### src/rtl/fp_issue_pkg.sv
`default_nettype none
// ============================================================================
// Module   : fp_issue_pkg
// Purpose  : Shared op codes, FSM encoding, constants and flag indices.
// Revision : 1.0 - initial release
// ============================================================================
package fp_issue_pkg;

    localparam logic [2:0] OP_ADD = 3'b000;
    localparam logic [2:0] OP_SUB = 3'b001;
    localparam logic [2:0] OP_MUL = 3'b010;
    localparam logic [2:0] OP_DIV = 3'b011;

    localparam logic [2:0] ST_IDLE  = 3'd0;
    localparam logic [2:0] ST_ISSUE = 3'd1;
    localparam logic [2:0] ST_WAIT  = 3'd2;
    localparam logic [2:0] ST_DRAIN = 3'd3;
    localparam logic [2:0] ST_RESP  = 3'd4;

    localparam logic [31:0] QNAN = 32'h7FC0_0000;

    localparam int FLAG_NV = 4;
    localparam int FLAG_DZ = 3;
    localparam int FLAG_OF = 2;
    localparam int FLAG_UF = 1;
    localparam int FLAG_NX = 0;

    localparam logic [4:0] FLAGS_INVALID = 5'b1 << FLAG_NV;

endpackage
`default_nettype wire

### src/rtl/fp_issue_ctrl.sv
`default_nettype none
// ============================================================================
// Module   : fp_issue_ctrl
// Purpose  : Issues one FP operation at a time to an external core, tracks
//            timeout/flush, and returns the result through a wb handshake.
// Revision : 1.0 - initial release
// ============================================================================
module fp_issue_ctrl
    import fp_issue_pkg::*;
#(
    parameter int TIMEOUT = 64,
    parameter int CNT_W   = 7
) (
    input  logic        clk,
    input  logic        rst,
    input  logic        req_valid,
    output logic        req_ready,
    input  logic [2:0]  req_op,
    input  logic [31:0] req_a,
    input  logic [31:0] req_b,
    input  logic [4:0]  req_rd,
    input  logic        flush,
    output logic        fp_start,
    output logic [2:0]  fp_op,
    output logic [31:0] fp_a,
    output logic [31:0] fp_b,
    input  logic [31:0] fp_result,
    input  logic [4:0]  fp_flags,
    input  logic        fp_valid,
    output logic        wb_valid,
    input  logic        wb_ready,
    output logic [31:0] wb_data,
    output logic [4:0]  wb_rd,
    output logic [4:0]  wb_flags,
    output logic [4:0]  fflags,
    input  logic        fflags_clr,
    output logic        busy,
    output logic        timeout_err
);

    logic [2:0]       state_q, state_d;
    logic [2:0]       op_q, op_d;
    logic [31:0]      a_q, a_d;
    logic [31:0]      b_q, b_d;
    logic [4:0]       rd_q, rd_d;
    logic [31:0]      data_q, data_d;
    logic [4:0]       flg_q, flg_d;
    logic [4:0]       fflags_q, fflags_d;
    logic [CNT_W-1:0] cnt_q, cnt_d;
    logic             tmo_q, tmo_d;

    logic [CNT_W-1:0] w_cnt_inc;
    logic             w_cnt_hit;
    logic             w_wb_fire;

    assign w_cnt_inc = cnt_q + CNT_W'(1);
    assign w_cnt_hit = (w_cnt_inc >= CNT_W'(TIMEOUT));
    assign w_wb_fire = (state_q == ST_RESP) && wb_ready && !flush;

    always_comb begin
        state_d = state_q;
        op_d    = op_q;
        a_d     = a_q;
        b_d     = b_q;
        rd_d    = rd_q;
        data_d  = data_q;
        flg_d   = flg_q;
        cnt_d   = cnt_q;
        tmo_d   = 1'b0;
        case (state_q)
            ST_IDLE: begin
                if (req_valid && !flush) begin
                    op_d = req_op;
                    a_d  = req_a;
                    b_d  = req_b;
                    rd_d = req_rd;
                    // Unsupported op codes never reach the core
                    if (req_op[2]) begin
                        data_d  = 32'h0;
                        flg_d   = FLAGS_INVALID;
                        state_d = ST_RESP;
                    end else begin
                        state_d = ST_ISSUE;
                    end
                end
            end
            ST_ISSUE: begin
                cnt_d = '0;
                if (fp_valid) begin
                    if (flush) begin
                        state_d = ST_IDLE;
                    end else begin
                        data_d  = fp_result;
                        flg_d   = fp_flags;
                        state_d = ST_RESP;
                    end
                end else if (flush) begin
                    state_d = ST_DRAIN;
                end else begin
                    state_d = ST_WAIT;
                end
            end
            ST_WAIT: begin
                cnt_d = w_cnt_inc;
                if (fp_valid) begin
                    if (flush) begin
                        state_d = ST_IDLE;
                    end else begin
                        data_d  = fp_result;
                        flg_d   = fp_flags;
                        state_d = ST_RESP;
                    end
                end else if (flush) begin
                    state_d = ST_DRAIN;
                end else if (w_cnt_hit) begin
                    data_d  = QNAN;
                    flg_d   = FLAGS_INVALID;
                    tmo_d   = 1'b1;
                    state_d = ST_RESP;
                end
            end
            ST_DRAIN: begin
                cnt_d = w_cnt_inc;
                if (fp_valid || w_cnt_hit) begin
                    state_d = ST_IDLE;
                end
            end
            ST_RESP: begin
                if (flush || wb_ready) begin
                    state_d = ST_IDLE;
                end
            end
            default: state_d = ST_IDLE;
        endcase
    end

    // A clear that coincides with a handshake leaves only the new flags
    always_comb begin
        fflags_d = (fflags_clr ? 5'b0 : fflags_q) | (w_wb_fire ? flg_q : 5'b0);
    end

    always_ff @(posedge clk or negedge rst) begin
        if (!rst) begin
            state_q  <= ST_IDLE;
            op_q     <= 3'b0;
            a_q      <= 32'h0;
            b_q      <= 32'h0;
            rd_q     <= 5'b0;
            data_q   <= 32'h0;
            flg_q    <= 5'b0;
            fflags_q <= 5'b0;
            cnt_q    <= '0;
            tmo_q    <= 1'b0;
        end else begin
            state_q  <= state_d;
            op_q     <= op_d;
            a_q      <= a_d;
            b_q      <= b_d;
            rd_q     <= rd_d;
            data_q   <= data_d;
            flg_q    <= flg_d;
            fflags_q <= fflags_d;
            cnt_q    <= cnt_d;
            tmo_q    <= tmo_d;
        end
    end

    assign req_ready   = (state_q == ST_IDLE);
    assign busy        = (state_q != ST_IDLE);
    assign fp_start    = (state_q == ST_ISSUE);
    assign fp_op       = op_q;
    assign fp_a        = a_q;
    assign fp_b        = b_q;
    assign wb_valid    = (state_q == ST_RESP);
    assign wb_data     = data_q;
    assign wb_rd       = rd_q;
    assign wb_flags    = flg_q;
    assign fflags      = fflags_q;
    assign timeout_err = tmo_q;

endmodule
`default_nettype wire

### config.mk
export PLATFORM = sky130hd
export DESIGN_NAME = fp_issue_ctrl
export DESIGN_NICKNAME = d
export VERILOG_FILES = /design/src/rtl/fp_issue_pkg.sv /design/src/rtl/fp_issue_ctrl.sv
export SDC_FILE = /design/constraint.sdc
export NUM_CORES = 1
export LEC_CHECK = 0
export ABC_AREA = 0
export CORE_MARGIN = 10
export CORE_UTILIZATION = 46
export CTS_BUF_LIST = sky130_fd_sc_hd__clkbuf_8 sky130_fd_sc_hd__clkbuf_16
export CTS_CLUSTER_SIZE = 20
export DETAILED_ROUTE_END_ITERATION = 6
export MAX_ROUTING_LAYER = met4
export PLACE_DENSITY_LB_ADDON = 0.08
export SLEW_MARGIN = 20
export SYNTH_ARGS = -nofsm -noshare
export SYNTH_HDL_FRONTEND = slang
export SYNTH_SLANG_ARGS = --single-unit
### constraint.sdc
create_clock -name clk -period 2.93 [get_ports clk]
set_input_delay 0.293 -clock clk [delete_from_list [all_inputs] [get_ports clk]]
set_output_delay 0.293 -clock clk [all_outputs]
set_load 0.005 [all_outputs]
==> results.txt <==
----------------------------------------------------
[Placed design]
  DP Wirelength ... 12500 microns
  Cell area reported after detailed placement ... 0.00797 sq mm
  Setup slack at placement ... 0.575 ns
  Number of buffer cells added on primary ports ... 234
  DP Cell Count ... 782
  Final weighted congestion in routability-driven placement ... 0.786

[Min path]
  Hold/Removal Path Class ... input port to flip-flop

[Yosys]
  Sequential fraction of the synthesis area ... 56.1%
  Avg Inst Size Synth ... 13.2 sq um
  Post-Synthesis Net Count ... 539
  Top cells by area, synth ... sky130_fd_sc_hd__dfrtp_1 56%, sky130_fd_sc_hd__mux2_4 16%, sky130_fd_sc_hd__a21oi_2 3.3%
  Complex-gate fraction of the synthesized area ... 11.2%
  Leading post-synthesis cells by instance count ... 125 x sky130_fd_sc_hd__dfrtp_1, 58 x sky130_fd_sc_hd__mux2_4, 30 x sky130_fd_sc_hd__nand3_1
  Top-area cell type share of the netlist area ... 56.1%
  Dominant combinational cell family by area after synthesis ... multiplexers
  Adder and majority gate portion of the synthesized area ... 0.224%
  Synth async-reset ratio ... 100%
  Count of flip-flops with a built-in enable after synthesis ... 0
  Number of warnings printed during yosys synthesis ... 0
  Most used flip-flop cell after synthesis ... sky130_fd_sc_hd__dfrtp_1
  Top-count cell post-synth ... sky130_fd_sc_hd__dfrtp_1
  Flip-flop and latch count after synthesis ... 125
  Number of instances in the synthesized netlist ... 422
  Top cell type by total area after synthesis ... sky130_fd_sc_hd__dfrtp_1
  Count of cell types in the netlist ... 44
  Mux cell area share after synthesis ... 18.4%
  Share of synthesized cell area in and, or, nand and nor gates ... 9.15%
  Total standard cell area after synthesis ... 0.00558 sq mm
  XOR/XNOR share of the synthesized area ... 0%

[Pwr]
  Leakage power figure ... 3.73 nW
  Internal portion of total power ... 5.56 mW
  Clock group share of total power ... 26.4%
  Share of power burned in combinational logic ... 38.3%
  Register share of total power ... 35.3%
  Switching Share ... 27.7%
  Net Switching ... 2.14 mW
  Cell area power density ... 900 mW/mm^2
  Post-layout power ... 7.70 mW
  Worst ir drop on vdd ... 468 uV

[Route]
  Max layer used ... met4
  DRC violations left ... 0
  Wire length on met2 ... 8320 microns
  Final WL ... 17100 microns
  Post-route met1 wirelength ... 7130 microns
  Antenna-violating nets left ... 0
  Via density ... 5.22
  Number of optimization iterations in the first detailed-route pass ... 4
  Number of violations reported at the end of detailed-routing iteration 0 ... 327
  Routed wire per std cell ... 21.0 microns
  Via count ... 4251
  Met3 wire length ... 1530 microns

[GRT]
  Initial antenna violation count ... 0
  Global-route wire length before repair ... 26100 microns
  GR Overflow Total ... 0
  Pin count of the biggest net entering global routing ... 56
  GRT Util Overall ... 20.8%
  Number of global-route vias before repair ... 4501

[Timing]
  Final worst path period share ... 78.8%
  Max-slew violation total from the final report ... 0
  Smallest setup slack after layout ... 0.622 ns
  Final clock skew ... 0.00944 ns
  Final Hold Fails ... 0
  Worst slew pin tran ... 1.02 ns
  Unrepaired setup endpoints after global routing ... no
  Hold_ws ... 0.437 ns
  Total of endpoints with negative setup slack in the final report ... 0
  F_max ... 0.433 GHz
  Shortest clock period the worst path allows after layout ... 2.31 ns
  Summed negative setup slack over all endpoints ... 0 ns
  Max-slew headroom at the worst pin ... 31.5%

[Critical path]
  Sort of element at the end of the critical path ... output pin
  Worst path slowest cell ... sky130_fd_sc_hd__dfrtp_1
  Startpoint kind of the worst setup timing path ... flip-flop
  Largest stage delay, worst path ... 0.56 ns
  Critical path, cell by cell ... or3_4, inv_2, clkdlybuf4s50_1
  Top fanout value on the critical path ... 14
  Worst Setup Path Type ... flip-flop to output pin
  Data arrival time of the worst path ... 2.01 ns
  Worst path required time ... 2.64 ns

[Floorplan]
  Row count ... 40
  Overall die width ... 130 microns
  Floorplan die height ... 130 microns
  I/O pin count ... 235
  Area of the core ... 0.0120 sq mm
  Initial core utilization ... 46.6%
  Overall die area ... 0.0169 sq mm

[CTS]
  CTS HTree Levels ... 4
  Total clock sinks ... 125
  Number of buffers added by the clock tree synthesis step ... 17
  Clock slew at reported path FFs ... 0.05 ns
  Maximum count of clock buffers along a single path ... 2
  Resized cells post-CTS ... 0
  Buffer cell driving the clock tree root ... sky130_fd_sc_hd__clkbuf_16
  Clock latency on the worst-skew pair ... 0.41 ns
  CTS tree ... built

[Finish]
  Antenna Diode Count ... 0
  Share of cells above drive strength 1 ... 21.7%
  # nets final ... 772
  Final core utilization ... 71.5%
  Layout Cells excl Fill ... 815
  P&R area growth vs syn ... 53.4%
  Post-route cell area ... 0.00856 sq mm

[Job]
  Max-cap violations ... 0

[Status]
  Status ... complete, no violations

----------------------------------------------------
-- registers in the layout, indices dropped and copies added (netlist names) --
signal / flops
fp_a: 32
fp_b: 32
wb_data: 32
cnt_q: 7
fflags: 5
wb_flags: 5
wb_rd: 5
fp_op: 3
state_q: 3
timeout_err: 1
-- power groups by stage --
stage          registers [mW]  clock network [mW]  logic, mW
6_report                 2.72                2.04       2.95
5_1_grt                  2.80                2.15       3.16
4_1_cts                  2.72                2.08       2.99
3_5_place_dp             2.74                   0       2.97
3_3_place_gp             2.70                   0       2.92
2_1_floorplan            2.74                   0       1.24
-- final cells by class --
| class | instances | area, sq um |
|---|---|---|
| Sequential cell | 125 | 3130 |
| Timing Repair Buffer | 244 | 2440 |
| Inverter | 9 | 33.8 |
| Multi-Input combinational cell | 258 | 2190 |
| Clock inverter | 11 | 100 |
| Fill cell | 867 | 3400 |
| Clock buffer | 21 | 480 |
| Tap cell | 147 | 184 |
-- routing by layer --
metal  global-route usage, %  vias to the layer above
li1                        -                     1980
met1                    24.6                     2092
met2                    32.8                      161
met3                    7.91                       18
met4                    5.56                        0
met5                       -                        -
-- path summary, 6_finish.rpt --
| path | from | endpoint | slack (ns) | cells after the start |
|---|---|---|---|---|
| worst max register to register | state_q[2]$_DFFE_PN0P_ | wb_data[0]$_DFFE_PN0P_ | 0.75 | 6 |
| worst min-delay path | fp_result[17] | wb_data[17]$_DFFE_PN0P_ | 0.44 | 3 |
| min in group asynchronous | rst | fp_b[16]$_DFFE_PN0P_ | 0.45 | 2 |
| worst max-delay path | state_q[1]$_DFFE_PN0P_ | req_ready | 0.62 | 3 |
| max in group asynchronous | rst | wb_data[10]$_DFFE_PN0P_ | 1.71 | 3 |
| worst min register to register | fp_op[2]$_DFFE_PN0P_ | fp_op[2]$_DFFE_PN0P_ | 0.48 | 1 |
-- critical path, delay by kind of cell, from the launching register on --
kind / cells / cell delay, ns
buffers and inverters: 2 / 0.59
flip-flops: 1 / 0.56
AND/OR/NAND/NOR: 1 / 0.45
-- placed cells by master (no fill, tap or decap), drive strengths merged --
cell             n
clkdlybuf4s50  233
dfrtp          125
mux2            72
a21oi           41
o21ai           37
nand3           30
clkbuf          21
nor3            17
inv             13
nand2           11
nor4            10
buf             10
nor2             8
clkinv           5
a21o             5
a22o             4
or3              2
o21a             2
nand3b           2
a31oi            2
bufinv           2
nand2b           2
nor2b            2
and2             1
nor3b            1
o31a             1
o31ai            1
and2b            1
a21boi           1
o32ai            1
or4              1
or2              1
a2bb2oi          1
ha               1
dlygate4sd3      1
-- cells by family after synthesis --
family,Yosys count
simple gates,89
compound gates,96
fa+ha+maj,1
mux,72
flops,125
buf+inv,39
-- what timing repair did --
item,CTS,global route
buffers inserted,0,0
setup endpoints to repair,0,0
hold endpoints to repair,50,0
hold buffers,1,0
(Power assumes the default switching activity.)
